File: src/rtl/scandoubler_rotate_sdram_port_if.sv
// rtl/scandoubler_rotate_sdram_port_if.sv - word-wide SDRAM command/data port between cornerturn stage and memory controller
interface scandoubler_rotate_sdram_port_if #(
  parameter int ADDR_WIDTH = 24
) ();
  logic                  mem_req;
  logic                  mem_we;
  logic [ADDR_WIDTH-1:0] mem_addr;
  logic [15:0]           mem_wdata;
  logic                  mem_ack;
  logic                  mem_rvalid;
  logic [15:0]           mem_rdata;

  modport master (
    output mem_req, mem_we, mem_addr, mem_wdata,
    input  mem_ack, mem_rvalid, mem_rdata
  );

  modport slave (
    input  mem_req, mem_we, mem_addr, mem_wdata,
    output mem_ack, mem_rvalid, mem_rdata
  );
endinterface

File: src/rtl/scandoubler_rotate_sdram_port.sv
// rtl/scandoubler_rotate_sdram_port.sv - cornerturn between vidin/vidout streams and one SDRAM word port
// Optional feature macro: SCANDOUBLER_ROTATE_PORT_STATS_EN adds the stat_wr_wait output.
module scandoubler_rotate_sdram_port #(
  parameter int          ADDR_WIDTH = 24,
  parameter int unsigned BASE       = 0
) (
  input  logic        clk_sys,
  input  logic        reset_n,
  input  logic        vidin_req,
  input  logic        vidin_frame,
  input  logic [9:0]  vidin_row,
  input  logic [9:0]  vidin_col,
  input  logic [15:0] vidin_d,
  output logic        vidin_ack,
  input  logic        vidout_req,
  input  logic        vidout_frame,
  input  logic [9:0]  vidout_row,
  input  logic [9:0]  vidout_col,
  output logic [15:0] vidout_d,
  output logic        vidout_ack,
`ifdef SCANDOUBLER_ROTATE_PORT_STATS_EN
  output logic [7:0]  stat_wr_wait,
`endif
  scandoubler_rotate_sdram_port_if.master mem
);

  typedef enum logic [2:0] {
    IDLE,
    WR_SETTLE,
    WR_CMD,
    WR_GAP,
    RD_CMD,
    RD_DATA
  } state_t;

  state_t     state;
  logic [3:0] wcnt;
  logic [2:0] rcnt;
  logic       dly;
  logic       rd_owed;
  logic       start_wr;

  function automatic logic [ADDR_WIDTH-1:0] word_addr(input logic       frame,
                                                      input logic [9:0] major,
                                                      input logic [9:0] minor);
    return ADDR_WIDTH'(BASE) + ADDR_WIDTH'({frame, major, minor});
  endfunction

  assign start_wr = (state == IDLE) && vidin_req && !rd_owed;

  always_ff @(posedge clk_sys or negedge reset_n) begin
    if (!reset_n) begin
      state         <= IDLE;
      wcnt          <= '0;
      rcnt          <= '0;
      dly           <= 1'b0;
      rd_owed       <= 1'b0;
      vidin_ack     <= 1'b0;
      vidout_ack    <= 1'b0;
      vidout_d      <= '0;
      mem.mem_req   <= 1'b0;
      mem.mem_we    <= 1'b0;
      mem.mem_addr  <= '0;
      mem.mem_wdata <= '0;
    end else begin
      vidin_ack  <= 1'b0;
      vidout_ack <= 1'b0;
      case (state)
        IDLE: begin
          if (start_wr) begin
            state <= WR_SETTLE;
            dly   <= 1'b0;
          end else if (vidout_req) begin
            state        <= RD_CMD;
            rd_owed      <= 1'b0;
            mem.mem_req  <= 1'b1;
            mem.mem_we   <= 1'b0;
            mem.mem_addr <= word_addr(vidout_frame, vidout_row, vidout_col);
          end else begin
            // An owed read whose requester has gone away must not block writes.
            rd_owed <= 1'b0;
          end
        end
        WR_SETTLE: begin
          if (dly) begin
            state         <= WR_CMD;
            mem.mem_req   <= 1'b1;
            mem.mem_we    <= 1'b1;
            mem.mem_addr  <= word_addr(vidin_frame, vidin_col, vidin_row);
            mem.mem_wdata <= vidin_d;
          end else begin
            dly <= 1'b1;
          end
        end
        WR_CMD: begin
          if (mem.mem_ack) begin
            mem.mem_req <= 1'b0;
            vidin_ack   <= 1'b1;
            wcnt        <= wcnt + 4'd1;
            dly         <= 1'b0;
            if (wcnt == 4'd15) begin
              state   <= WR_GAP;
              rd_owed <= vidout_req;
            end else begin
              state <= WR_SETTLE;
            end
          end
        end
        WR_GAP: begin
          if (dly) state <= IDLE;
          else     dly   <= 1'b1;
        end
        RD_CMD: begin
          if (mem.mem_ack) begin
            mem.mem_req <= 1'b0;
            rcnt        <= '0;
            state       <= RD_DATA;
          end
        end
        RD_DATA: begin
          // Ack spacing follows rvalid spacing; the controller never returns back-to-back words.
          if (mem.mem_rvalid) begin
            vidout_d   <= mem.mem_rdata;
            vidout_ack <= 1'b1;
            rcnt       <= rcnt + 3'd1;
            if (rcnt == 3'd7) state <= IDLE;
          end
        end
        default: state <= IDLE;
      endcase
    end
  end

`ifdef SCANDOUBLER_ROTATE_PORT_STATS_EN
  logic       wr_waiting;
  logic [7:0] wr_wait_cnt;
  logic [7:0] wr_wait_next;
  logic       frame_q;

  assign wr_wait_next = (wr_wait_cnt == 8'hFF) ? 8'hFF : wr_wait_cnt + 8'd1;

  always_ff @(posedge clk_sys or negedge reset_n) begin
    if (!reset_n) begin
      wr_waiting   <= 1'b0;
      wr_wait_cnt  <= '0;
      frame_q      <= 1'b0;
      stat_wr_wait <= '0;
    end else begin
      frame_q <= vidin_frame;
      if (start_wr) begin
        wr_waiting  <= 1'b1;
        wr_wait_cnt <= '0;
      end else if (wr_waiting) begin
        wr_wait_cnt <= wr_wait_next;
        if (state == WR_CMD && mem.mem_ack) begin
          wr_waiting <= 1'b0;
          if (wr_wait_next > stat_wr_wait) stat_wr_wait <= wr_wait_next;
        end
      end
      if (vidin_frame != frame_q) stat_wr_wait <= '0;
    end
  end
`else
  // Statistics disabled: no wait counters are built.
`endif

endmodule

File: src/flat_wrapper.sv
// flat-port wrapper written by rule: the top's interface ports become plain ports
module scandoubler_rotate_sdram_port_flat 
#(
  parameter int          ADDR_WIDTH = 24,
  parameter int unsigned BASE       = 0
)
  (clk_sys, reset_n, vidin_req, vidin_frame, vidin_row, vidin_col, vidin_d, vidin_ack, vidout_req, vidout_frame, vidout_row, vidout_col, vidout_d, vidout_ack, mem_mem_req, mem_mem_we, mem_mem_addr, mem_mem_wdata, mem_mem_ack, mem_mem_rvalid, mem_mem_rdata);
  scandoubler_rotate_sdram_port_if #(.ADDR_WIDTH(ADDR_WIDTH)) mem_i ();
  input  logic clk_sys;
  input  logic reset_n;
  input  logic vidin_req;
  input  logic vidin_frame;
  input  logic [9:0] vidin_row;
  input  logic [9:0] vidin_col;
  input  logic [15:0] vidin_d;
  output logic vidin_ack;
  input  logic vidout_req;
  input  logic vidout_frame;
  input  logic [9:0] vidout_row;
  input  logic [9:0] vidout_col;
  output logic [15:0] vidout_d;
  output logic vidout_ack;
  output wire logic [$bits(mem_i.mem_req)-1:0] mem_mem_req;
  output wire logic [$bits(mem_i.mem_we)-1:0] mem_mem_we;
  output wire logic [$bits(mem_i.mem_addr)-1:0] mem_mem_addr;
  output wire logic [$bits(mem_i.mem_wdata)-1:0] mem_mem_wdata;
  input wire logic [$bits(mem_i.mem_ack)-1:0] mem_mem_ack;
  input wire logic [$bits(mem_i.mem_rvalid)-1:0] mem_mem_rvalid;
  input wire logic [$bits(mem_i.mem_rdata)-1:0] mem_mem_rdata;
  assign mem_mem_req = mem_i.mem_req;
  assign mem_mem_we = mem_i.mem_we;
  assign mem_mem_addr = mem_i.mem_addr;
  assign mem_mem_wdata = mem_i.mem_wdata;
  assign mem_i.mem_ack = mem_mem_ack;
  assign mem_i.mem_rvalid = mem_mem_rvalid;
  assign mem_i.mem_rdata = mem_mem_rdata;
  scandoubler_rotate_sdram_port #(.ADDR_WIDTH(ADDR_WIDTH), .BASE(BASE)) u_core (.clk_sys(clk_sys), .reset_n(reset_n), .vidin_req(vidin_req), .vidin_frame(vidin_frame), .vidin_row(vidin_row), .vidin_col(vidin_col), .vidin_d(vidin_d), .vidin_ack(vidin_ack), .vidout_req(vidout_req), .vidout_frame(vidout_frame), .vidout_row(vidout_row), .vidout_col(vidout_col), .vidout_d(vidout_d), .vidout_ack(vidout_ack), .mem(mem_i));
endmodule
File: config.mk
export PLATFORM = sky130hd
export DESIGN_NAME = scandoubler_rotate_sdram_port_flat
export DESIGN_NICKNAME = d
export VERILOG_FILES = /design/src/rtl/scandoubler_rotate_sdram_port_if.sv /design/src/rtl/scandoubler_rotate_sdram_port.sv /design/src/flat_wrapper.sv
export SDC_FILE = /design/constraint.sdc
export NUM_CORES = 1
export LEC_CHECK = 0
export BUFFER_PORTS_ARGS = -buffer_cell sky130_fd_sc_hd__buf_2
export CELL_PAD_IN_SITES_DETAIL_PLACEMENT = 1
export CELL_PAD_IN_SITES_GLOBAL_PLACEMENT = 2
export CORE_UTILIZATION = 28
export DETAILED_ROUTE_END_ITERATION = 6
export GPL_TIMING_DRIVEN = 0
export PLACE_DENSITY = 0.78
export SLEW_MARGIN = 0
export SYNTH_ARGS = -nofsm -noshare
export SYNTH_HDL_FRONTEND = slang
export SYNTH_SLANG_ARGS = --single-unit
File: constraint.sdc
create_clock -name clk_sys -period 1.82 [get_ports clk_sys]
set_clock_uncertainty 0.15 [all_clocks]
set_input_delay 0 -clock clk_sys [delete_from_list [all_inputs] [get_ports clk_sys]]
set_output_delay 0 -clock clk_sys [all_outputs]
set_load 0.01 [all_outputs]
==> results_dict.tcl <==
set metrics [dict create \
    synth_area_um2 2990 \
    clock-sinks 69 \
    timing.fmax_mhz 576 \
    totalWireLength_mm 9.62 \
    crit_path_cell_trace "nor3_1, a31o_2, buf_2, o221a_1" \
    track_usage 0.184 \
    core_um2 10300 \
    syn_inst 252 \
    end_kind "flip-flop" \
    hold_end "u_core.mem.mem_wdata[7]$_DFFE_PN0P_" \
    antenna_left 0 \
    power_density_nw_per_um2 1490 \
    regToRegSetupSlack_ps 80 \
    synth-async-reset-ratio 1.00 \
    numCtsBuffers 9 \
    leakage_nw 2.37 \
    initial_core_util 0.289 \
    seq_area_frac_synth 0.578 \
    worstPathArrival_ps 1850 \
    overflow 0 \
    drv_cap 0 \
    r2r-end "u_core.mem.mem_addr[12]$_DFFE_PN0P_" \
    nFillCells 1138 \
    die_h_um 105 \
    holdPathStages 4 \
    fin_hold_ws_ps 224 \
    fin_crit_sh 0.955 \
    min_from "vidin_d[7]" \
    finalHoldViolCount 0 \
    multi_input_area_um2 1150 \
    via_per_inst 4.56 \
    register_area_um2 1730 \
    num_antenna_cells 0 \
    synth.largest_area_cell "dfrtp_1" \
    yosysUniqueCellTypes 40 \
    cts-htree-levels 3 \
    post_cts_buffers 0 \
    slowest_delay_ps 450 \
    start_kind "flip-flop" \
    drive_gt1_frac 0.360 \
    synth_edf_count 0 \
    dp_hpwl_mm 6.00 \
    total_power_w 0.00729 \
    synth_most_common_cell "dfrtp_1" \
    fin_nets 564 \
    cts-root-buf "clkbuf_8" \
    crit_required_ps 1940 \
    dieWidth_um 105 \
    grt_setup_unrepaired "false" \
    rows 37 \
    clk_latency_ps 340 \
    r2r-start "u_core.state[2]$_DFFE_PN0P_" \
    antenna_found_initial 0 \
    cts_tree "yes" \
    setup_ws_ps 82.5 \
    gp_congestion 0.705 \
    ys_top_cells_by_count "dfrtp_1, nand2_1, nand2b_1" \
    setup_viol 0 \
    first_pass_iters 4 \
    r2r_cells 4 \
    finalMaxSlewViolations 0 \
    yosys-top-cells-area "dfrtp_1, o221a_1, nand2_1, mux2_1, nand2b_1" \
    drt_iter0_drc 81 \
    cts_buffer_depth 2 \
    area_growth_pct 64.3 \
    vias 2834 \
    clkTransAtPathRegs_ps 90 \
    synth.top_cell.area_share 0.578 \
    ys_ff_latch 69 \
    wire_per_inst_um 15.5 \
    io_pins 140 \
    cp_max_fo 10 \
    grt_pass1_vias 3152 \
    status "finished, final reports clean" \
    max-vdd-ir-drop_mv 0.587 \
    period_minus_slack_ps 1740 \
    synth_ff_type "dfrtp_1" \
    portBuffers 135 \
    place_area_um2 3870 \
    yosysWarnings 0 \
    synth_area_per_cell_um2 11.8 \
    preCtsSetupSlack_ps -2.06 \
    drc 0 \
    final_cell_area_um2 4910 \
    path_class "reg2reg" \
    die_area_um2 11100 \
    grt_pass1_wl_mm 15.9 \
    crit_slowest_cell "dfrtp_1" \
    grt_max_degree 51 \
    hold_path.class "in2reg" \
]
-- layout by cell type (no fill, tap or decap), types with 3 or more instances in the layout --
cell           netlist  layout
mux2_1              17      17
nand3_1              6       5
conb_1               1       3
ha_1                 3       3
buf_2                7     142
clkbuf_8             0      10
nor2_1               4       4
nand2b_1            22      22
o221a_1             19      19
dfrtp_1             69      69
dlygate4sd3_1        0      80
xor2_1               3       3
nand2_1             52      52
buf_4                6       7
-- worst max-delay path: cells and delay by family, from the launching register on --
kind | cells | cell delay [ps]
buf+inv | 1 | 260
flops | 1 | 450
compound gates | 2 | 490
simple gates | 1 | 310
-- metrics by stage --
step	std cells	util	TNS (ps)
2_1_floorplan	254	-	0
3_3_place_gp	525	0.372	0
3_5_place_dp	526	0.375	-3.61
4_1_cts	622	0.474	0
5_1_grt	622	0.475	0
6_report	622	0.475	0
-- routing by layer --
metal  part of all wire  global-route usage
met5                  0                   0
met3              0.056              0.0476
met2               0.52               0.330
met4             0.0094              0.0453
met1               0.41               0.218
-- state kept, by name (all words and copies together) (netlist names) --
name / count
u_core.dly: 1
u_core.mem.mem_addr: 21
u_core.mem.mem_req: 1
u_core.mem.mem_wdata: 16
u_core.mem.mem_we: 1
u_core.rcnt: 3
u_core.rd_owed: 1
u_core.state: 3
u_core.vidin_ack: 1
u_core.vidout_ack: 1
u_core.vidout_d: 16
u_core.wcnt: 4
-- repair_timing --
action / CTS / global route
endpoints found under the setup margin: 13 / 46
resized for setup: 2 / 7
pin swaps: 0 / 1
endpoints found under the hold margin: 130 / 19
cloned: 0 / 0
hold buffers: 80 / 1
-- logic make-up (layout without fill, tap and decap cells) --
| kind of cell | Yosys count | count (layout) | synth area share |
|---|---|---|---|
| AOI/OAI and AO/OA | 38 | 38 | 0.121 |
| xor gates and xnor gates | 5 | 5 | 0.0147 |
| adders and majority gates | 3 | 3 | 0.0126 |
| buffers and inverters | 21 | 253 | 0.0394 |
| DFF | 69 | 69 | 0.578 |
| muxes | 18 | 18 | 0.0675 |
| other | 1 | 3 | 0.00126 |
| and+or+nand+nor | 97 | 97 | 0.165 |
-- power breakdown --
group	switching, W	internal, W	leakage (nW)
sequential	0.000421	0.00227	0.816
combinational	0.00166	0.00152	1.44
clock	0.000603	0.000815	0.114
-- worst max-delay path by stage --
stage	from	end	slack (ps)	cells past startpoint
2_1_floorplan	u_core.state[1]$_DFFE_PN0P_	u_core.vidout_d[1]$_DFFE_PN0P_	280	4
3_3_place_gp	u_core.state[2]$_DFFE_PN0P_	u_core.mem.mem_addr[15]$_DFFE_PN0P_	50	4
3_5_place_dp	u_core.state[2]$_DFFE_PN0P_	u_core.mem.mem_addr[11]$_DFFE_PN0P_	-2	4
4_1_cts	u_core.state[2]$_DFFE_PN0P_	u_core.mem.mem_addr[17]$_DFFE_PN0P_	40	4
5_1_grt	u_core.state[2]$_DFFE_PN0P_	u_core.mem.mem_wdata[13]$_DFFE_PN0P_	7	6
6_report	u_core.state[2]$_DFFE_PN0P_	u_core.mem.mem_addr[12]$_DFFE_PN0P_	80	4
-- area by class of cell --
cell class | count | area share
Tap cell | 136 | 0.0347
Inverter | 2 | 0.00153
Multi-Input combinational cell | 164 | 0.235
Timing Repair Buffer | 216 | 0.307
Sequential cell | 69 | 0.352
Buffer | 19 | 0.0240
Clock inverter | 5 | 0.0168
Clock buffer | 11 | 0.0288
Power figures use the tool's default switching activity.
